<file path="src/rtl/lsu_pkg.sv">
// -----------------------------------------------------------------------------
// lsu_pkg
// Shared definitions for the load/store unit controller:
//   - LSU_MEM_BYTES : default size of the data memory in bytes
//   - lsu_size_e    : access size encodings driven on the size port
//   - lsu_state_e   : controller FSM states
// -----------------------------------------------------------------------------
package lsu_pkg;

   // Default data-memory size; the highest legal word base is this minus 4.
   localparam int unsigned LSU_MEM_BYTES = 12288;

   // Access size encodings.
   typedef enum logic [1:0] {
      SZ_BYTE = 2'b00,
      SZ_HALF = 2'b01,
      SZ_WORD = 2'b10,
      SZ_ILL  = 2'b11
   } lsu_size_e;

   // Controller states.
   typedef enum logic [2:0] {
      IDLE = 3'd0,
      RD   = 3'd1,
      CAP  = 3'd2,
      WR   = 3'd3,
      FIN  = 3'd4
   } lsu_state_e;

endpackage : lsu_pkg

</file>
<file path="src/rtl/lsu_lane.sv">
// -----------------------------------------------------------------------------
// lsu_lane
// Combinational lane logic for the load/store unit.
//   word_i   : 32-bit little-endian word read from memory
//   wdata_i  : right-justified store data
//   size_i   : access size (lsu_size_e encoding)
//   off_i    : effective byte offset inside the word (already aligned to size)
//   sext_i   : 1 = sign-extend sub-word loads, 0 = zero-extend
//   merged_o : word_i with the addressed lanes replaced by store data
//   load_o   : addressed lanes of word_i, right-justified and extended
// -----------------------------------------------------------------------------
module lsu_lane
   import lsu_pkg::*;
(
   input  logic [31:0] word_i,
   input  logic [31:0] wdata_i,
   input  logic [1:0]  size_i,
   input  logic [1:0]  off_i,
   input  logic        sext_i,
   output logic [31:0] merged_o,
   output logic [31:0] load_o
);

   logic [31:0] shifted_s;

   // Store merge: replace only the addressed byte or halfword lanes.
   always_comb begin
      merged_o = word_i;
      case (size_i)
         SZ_BYTE: begin
            case (off_i)
               2'b00:   merged_o[7:0]   = wdata_i[7:0];
               2'b01:   merged_o[15:8]  = wdata_i[7:0];
               2'b10:   merged_o[23:16] = wdata_i[7:0];
               default: merged_o[31:24] = wdata_i[7:0];
            endcase
         end
         SZ_HALF: begin
            if (off_i[1]) begin
               merged_o[31:16] = wdata_i[15:0];
            end else begin
               merged_o[15:0]  = wdata_i[15:0];
            end
         end
         SZ_WORD: merged_o = wdata_i;
         default: merged_o = word_i;
      endcase
   end

   // Load extract: shift the addressed lane down to bit 0, then extend.
   always_comb begin
      shifted_s = word_i >> {off_i, 3'b000};
      load_o    = 32'h0000_0000;
      case (size_i)
         SZ_BYTE: load_o = {{24{sext_i & shifted_s[7]}},  shifted_s[7:0]};
         SZ_HALF: load_o = {{16{sext_i & shifted_s[15]}}, shifted_s[15:0]};
         // Word offset is always zero, so the shift is a pass-through here.
         SZ_WORD: load_o = shifted_s;
         default: load_o = 32'h0000_0000;
      endcase
   end

endmodule : lsu_lane

</file>
<file path="src/rtl/lsu_ctrl.sv">
// -----------------------------------------------------------------------------
// lsu_ctrl
// Load/store unit controller between a core-side request port and a
// single-port synchronous data memory. Sub-word stores are done as
// read-modify-write; loads are extracted and extended in lsu_lane.
//
// Configuration macro: LSU_MISALIGN_TRAP_EN
//   defined   : misaligned half/word accesses complete with err=1
//   undefined : offending low address bits are ignored (treated as 0)
//
// Ports
//   clk, rst        : clock, synchronous active-high reset
//   req, wr, size,
//   sext, addr,
//   wdata           : request (accepted only while ready=1)
//   ready           : controller idle
//   done, err       : one-cycle completion pulse, abort flag valid with done
//   rdata           : load result, held until the next load completes
//   mem_addr        : word-aligned memory address
//   mem_din, mem_we : memory write data / write enable
//   mem_dout        : memory read data, valid one cycle after mem_addr
// -----------------------------------------------------------------------------
module lsu_ctrl
   import lsu_pkg::*;
#(
   parameter int ADDR_W    = 14,
   parameter int MEM_BYTES = LSU_MEM_BYTES
) (
   input  logic              clk,
   input  logic              rst,
   input  logic              req,
   input  logic              wr,
   input  logic [1:0]        size,
   input  logic              sext,
   input  logic [ADDR_W-1:0] addr,
   input  logic [31:0]       wdata,
   output logic              ready,
   output logic              done,
   output logic              err,
   output logic [31:0]       rdata,
   output logic [ADDR_W-1:0] mem_addr,
   output logic [31:0]       mem_din,
   output logic              mem_we,
   input  logic [31:0]       mem_dout
);

   localparam logic [ADDR_W-1:0] LAST_BASE = ADDR_W'(MEM_BYTES - 4);

   lsu_state_e        state_q, state_d;
   logic              wr_q, wr_d;
   logic [1:0]        size_q, size_d;
   logic              sext_q, sext_d;
   logic [1:0]        off_q, off_d;
   logic [31:0]       wdata_q, wdata_d;
   logic [ADDR_W-1:0] mem_addr_q, mem_addr_d;
   logic [31:0]       mem_din_q, mem_din_d;
   logic [31:0]       rdata_q, rdata_d;
   logic              ready_q, ready_d;
   logic              done_q, done_d;
   logic              err_q, err_d;
   logic              mem_we_q, mem_we_d;

   logic [ADDR_W-1:0] base_s;
   logic [1:0]        off_s;
   logic              trap_s;
   logic              illegal_s;
   logic [31:0]       merged_s;
   logic [31:0]       load_s;

   lsu_lane u_lane (
      .word_i   (mem_dout),
      .wdata_i  (wdata_q),
      .size_i   (size_q),
      .off_i    (off_q),
      .sext_i   (sext_q),
      .merged_o (merged_s),
      .load_o   (load_s)
   );

`ifdef LSU_MISALIGN_TRAP_EN
   assign trap_s = ((size == SZ_HALF) && addr[0]) ||
                   ((size == SZ_WORD) && (addr[1:0] != 2'b00));
`else
   assign trap_s = 1'b0;
`endif

   // Request decode: word base, size-aligned lane offset and legality.
   always_comb begin
      base_s = {addr[ADDR_W-1:2], 2'b00};
      case (size)
         SZ_BYTE: off_s = addr[1:0];
         SZ_HALF: off_s = {addr[1], 1'b0};
         SZ_WORD: off_s = 2'b00;
         default: off_s = 2'b00;
      endcase
      illegal_s = (size == SZ_ILL) || (base_s > LAST_BASE) || trap_s;
   end

   // Next-state and next-register logic; outputs follow the next state so
   // they are all registered.
   always_comb begin
      state_d    = state_q;
      wr_d       = wr_q;
      size_d     = size_q;
      sext_d     = sext_q;
      off_d      = off_q;
      wdata_d    = wdata_q;
      mem_addr_d = mem_addr_q;
      mem_din_d  = mem_din_q;
      rdata_d    = rdata_q;
      err_d      = 1'b0;
      case (state_q)
         IDLE: begin
            if (req) begin
               wr_d    = wr;
               size_d  = size;
               sext_d  = sext;
               off_d   = off_s;
               wdata_d = wdata;
               if (illegal_s) begin
                  // Aborted access never touches memory or rdata.
                  state_d = FIN;
                  err_d   = 1'b1;
               end else if (wr && (size == SZ_WORD)) begin
                  state_d    = WR;
                  mem_addr_d = base_s;
                  mem_din_d  = wdata;
               end else begin
                  state_d    = RD;
                  mem_addr_d = base_s;
               end
            end else begin
               state_d = IDLE;
            end
         end
         RD:  state_d = CAP;
         CAP: begin
            // mem_dout is valid in this cycle; fold it into the write word
            // or the load result as it is captured.
            if (wr_q) begin
               state_d   = WR;
               mem_din_d = merged_s;
            end else begin
               state_d = FIN;
               rdata_d = load_s;
            end
         end
         WR:      state_d = FIN;
         FIN:     state_d = IDLE;
         default: state_d = IDLE;
      endcase
      ready_d  = (state_d == IDLE);
      done_d   = (state_d == FIN);
      mem_we_d = (state_d == WR);
   end

   // State and datapath registers with synchronous reset.
   always_ff @(posedge clk) begin
      if (rst) begin
         state_q    <= IDLE;
         wr_q       <= 1'b0;
         size_q     <= 2'b00;
         sext_q     <= 1'b0;
         off_q      <= 2'b00;
         wdata_q    <= 32'h0000_0000;
         mem_addr_q <= '0;
         mem_din_q  <= 32'h0000_0000;
         rdata_q    <= 32'h0000_0000;
         ready_q    <= 1'b1;
         done_q     <= 1'b0;
         err_q      <= 1'b0;
         mem_we_q   <= 1'b0;
      end else begin
         state_q    <= state_d;
         wr_q       <= wr_d;
         size_q     <= size_d;
         sext_q     <= sext_d;
         off_q      <= off_d;
         wdata_q    <= wdata_d;
         mem_addr_q <= mem_addr_d;
         mem_din_q  <= mem_din_d;
         rdata_q    <= rdata_d;
         ready_q    <= ready_d;
         done_q     <= done_d;
         err_q      <= err_d;
         mem_we_q   <= mem_we_d;
      end
   end

   assign ready    = ready_q;
   assign done     = done_q;
   assign err      = err_q;
   assign rdata    = rdata_q;
   assign mem_addr = mem_addr_q;
   assign mem_din  = mem_din_q;
   assign mem_we   = mem_we_q;

endmodule : lsu_ctrl

</file>
<file path="config.mk">
export PLATFORM = sky130hd
export DESIGN_NAME = lsu_ctrl
export DESIGN_NICKNAME = d
export VERILOG_FILES = /design/src/rtl/lsu_pkg.sv /design/src/rtl/lsu_lane.sv /design/src/rtl/lsu_ctrl.sv
export SDC_FILE = /design/constraint.sdc
export NUM_CORES = 1
export LEC_CHECK = 0
export CORE_MARGIN = 5
export CORE_UTILIZATION = 48
export CTS_CLUSTER_DIAMETER = 50
export CTS_CLUSTER_SIZE = 25
export DETAILED_ROUTE_END_ITERATION = 12
export PLACE_DENSITY_LB_ADDON = 0.05
export SYNTH_ARGS = -nofsm -noshare
export SYNTH_HDL_FRONTEND = slang
export SYNTH_SLANG_ARGS = --single-unit
</file>
<file path="constraint.sdc">
create_clock -name clk -period 3 [get_ports clk]
set_clock_uncertainty 0.15 [all_clocks]
set_input_delay 0.6 -clock clk [delete_from_list [all_inputs] [get_ports clk]]
set_output_delay 0.6 -clock clk [all_outputs]
set_load 0.1 [all_outputs]
</file>
==> flow_summary_export.csv <==
group,metric,value,unit
outcome,status,"completed",
finish,diodes,0,
floorplanning,die_x,120,um
logic_synthesis,netlist_instances,702,
drt,routed_wl,20.0,mm
placement,io_buffers,164,
clock_tree,clk_pin_slew,50,ps
global_route,grt_pass1_wl,31.2,mm
finish,fill_cells,965,
logic_synthesis,synth_area,5770,um2
drt,ant_nets,0,
finish,final_cells,1008,
global_route,grt_max_degree,64,
sta,rsz0062_at_grt,"no",
global_route,grt_pass1_vias,5791,
logic_synthesis,synth_top_family_by_area,"compound AO/OA/AOI/OAI gates",
sta,worst_slew_pin_slew,1300,ps
flow_run,max_cap_violations,0,
clock_tree,cts_buffer_depth,2,
global_route,antenna_found_initial,0,
clock_tree,clock_latency,410,ps
floorplanning,fp.dieH,120,um
clock_tree,post-cts-setup-buffers,0,
sta,finalMaxSlewViolations,0,
sta,fin_crit_sh,88.6,%
clock_tree,cts-root-buf,"clkbuf_16",
logic_synthesis,yosysWarnings,0,
logic_synthesis,synth_mux_area_share,8.67,%
sta,tns,0,ps
logic_synthesis,ys_seq_area_share,42.0,%
sta,finalCriticalPeriod,2660,ps
critical_path,crit_required,3200,ps
pwr,finalPower,4910,uW
critical_path,startpoint_type,"flip-flop",
global_route,grt.total_usage,27.5,%
global_route,overflow,0,
floorplanning,rows,40,
pwr,p_leak,0.00321,uW
finish,area_growth,38.5,%
critical_path,critPathKind,"reg -> reg",
floorplanning,boundaryPins,167,
finish,drive_above_1_share,18.6,%
clock_tree,cts_tree,"built",
pwr,power_frac_clock,45.1,%
clock_tree,cts_made_buffers,17,
floorplanning,die_area,14300,um2
clock_tree,cts_resized,0,
critical_path,crit_arrival,2860,ps
sta,final_hold_viol_count,0,
floorplanning,core,11900,um2
clock_tree,ctsHoldBuffers,0,
drt,remaining_drc_errors,0,
logic_synthesis,synth_fa_ha_area_share,0,%
logic_synthesis,yosys.area_share.simple,18.3,%
pwr,power_density,614,nW/um2
finish,fin_nets,933,
drt,viasPerCell,5.98,
drt,wl_per_cell,19.9,um
pwr,peakVddDrop,0.408,mV
logic_synthesis,synthXorXnorAreaFrac,0,%
sta,setup_violations,0,
floorplanning,start_util,48.5,%
clock_tree,numClockSinks,121,
drt,dr.pass1.iters,5,
logic_synthesis,ys_seq_elements,121,
drt,num_vias,6029,
clock_tree,cts_max_level,4,
placement,dp_hpwl,14.9,mm
placement,dp_cells,976,
critical_path,end_kind,"flip-flop",
pwr,p_int,3500,uW
worst_hold_path,hp-class,"reg -> reg",
placement,gp_congestion,0.952,
sta,slew_headroom,12.2,%
logic_synthesis,ys_types,49,
pwr,seq_power_share,35.8,%
critical_path,cp_max_fo,16,
drt,drt_first_iter_violations,646,
sta,fmax,0.376,GHz
pwr,combPwrFrac,19.1,%
pwr,p_sw_share,28.7,%
logic_synthesis,avgSynthCellArea,8.22,um2
pwr,p_switching,1410,uW
logic_synthesis,synth-compound-area-share,26.5,%
## final timing paths
| kind | cells past startpoint | startpoint | endpoint | slack (ps) |
|---|---|---|---|---|
| max | 5 | state_q[1] | rdata[24] | 340 |
| min | 2 | wdata_q[30] | wdata_q[30] | 300 |
| max reg2reg | 5 | state_q[1] | rdata[24] | 340 |
| min reg2reg | 2 | wdata_q[30] | wdata_q[30] | 300 |
## layout by cell type (no fill, tap or decap), types with 3 or more instances in the layout
master,synthesis,layout
mux2i_1,32,32
a22oi_1,5,5
nand3_1,16,16
o31ai_1,11,11
nor2_1,60,60
a221o_1,24,24
clkinv_2,0,3
dfxtp_1,121,121
nand2_1,128,128
a221oi_1,5,5
nand3b_1,3,3
clkbuf_8,0,9
nor2b_1,13,13
mux2_2,14,14
a21o_1,3,3
nand2b_1,6,6
a21oi_1,76,76
a211oi_1,18,18
clkdlybuf4s50_1,0,83
inv_1,3,3
clkbuf_16,0,17
a311o_1,8,8
a31oi_1,10,10
a211o_1,11,11
o21ai_0,39,39
buf_4,2,102
bufinv_16,0,3
a32oi_1,8,8
o211ai_1,3,3
## per-layer routing
| layer | vias to the layer above | track usage [%] | wire length (um) |
|---|---|---|---|
| met5 | - | 0 | 0 |
| met4 | 0 | 10.3 | 439 |
| met3 | 30 | 7.82 | 1830 |
| met2 | 274 | 43.4 | 9370 |
| met1 | 2893 | 35.7 | 8390 |
| li1 | 2832 | - | - |
## worst max-delay path, stage by stage, from the launching register on
cell and delay, ps:
dfxtp_1 420, or3b_2 480, nor2_1 320, nand4b_1 160, a211oi_2 820, a221o_1 230
## registers in the layout, summed over array words and instances (netlist names)
register  flops
mem_addr     12
ready         1
mem_din      32
mem_we        1
rdata        32
off_q         2
size_q        2
done          1
state_q       3
wr_q          1
err           1
sext_q        1
wdata_q      32
## layout make-up
| class | instances | area, um2 | area share (%) |
|---|---|---|---|
| clock buffer | 26 | 549 | 6.87 |
| multi-input combinational | 518 | 3100 | 38.8 |
| sequential | 121 | 2420 | 30.3 |
| inverter | 3 | 11.3 | 0.141 |
| tap | 147 | 184 | 2.30 |
| clock inverter | 6 | 105 | 1.32 |
| timing repair buffer | 187 | 1620 | 20.3 |
## per-stage QoR
step                instance area (um2)  util (%)  worst slack (ps)  hold slack, ps
global route                       7990      67.1               194             327
finish                             7990      67.1               341             303
global placement                   7340      61.6               121             292
detailed placement                 7340      61.6              6.90             299
CTS                                7990      67.1               423             307
floorplan                          5780         -               616             286
## synth_stat cells (all sizes together)
cell / count / area share (%)
nand4b: 2 / 0.30
a22o: 2 / 0.30
nand3b: 3 / 0.39
o31a: 1 / 0.15
or2: 1 / 0.11
conb: 1 / 0.065
nor3: 1 / 0.087
nand2b: 6 / 0.65
or4b: 1 / 0.24
a211oi: 19 / 2.6
a22oi: 5 / 0.65
a32oi: 8 / 1.2
mux2i: 32 / 5.5
nor2b: 13 / 1.4
nor3b: 1 / 0.22
nor4b: 1 / 0.15
a311o: 8 / 1.4
nor2: 60 / 3.9
a31o: 1 / 0.15
o211ai: 3 / 0.39
dfxtp: 121 / 42
mux2: 14 / 2.7
or3: 2 / 0.30
and4: 1 / 0.15
nand3: 16 / 1.4
nand2: 128 / 8.3
o21ai: 40 / 3.5
a31oi: 10 / 1.1
a221oi: 5 / 0.76
buf: 16 / 1.4
o32ai: 1 / 0.15
clkbuf: 45 / 2.9
a211o: 11 / 1.7
or3b: 1 / 0.15
inv: 3 / 0.20
a221o: 24 / 4.2
a21o: 3 / 0.39
mux4: 1 / 0.39
a21oi: 76 / 6.6
and2: 3 / 0.37
nor4: 1 / 0.11
o31ai: 11 / 1.4
## power groups by stage
| stage | logic [uW] | registers, uW | clock network, uW |
|---|---|---|---|
| 6_report | 937 | 1760 | 2220 |
| 4_1_cts | 930 | 1750 | 2230 |
| 3_3_place_gp | 913 | 1790 | 0 |
| 2_1_floorplan | 369 | 2010 | 0 |
| 3_5_place_dp | 926 | 1790 | 0 |
| 5_1_grt | 994 | 1760 | 2310 |
## kinds of logic after synthesis
| logic type | Yosys count |
|---|---|
| compound gates | 228 |
| other cells | 1 |
| simple gates | 241 |
| mux | 47 |
| buf+inv | 64 |
| flops | 121 |
No activity file was read; power rests on OpenSTA's default activity.
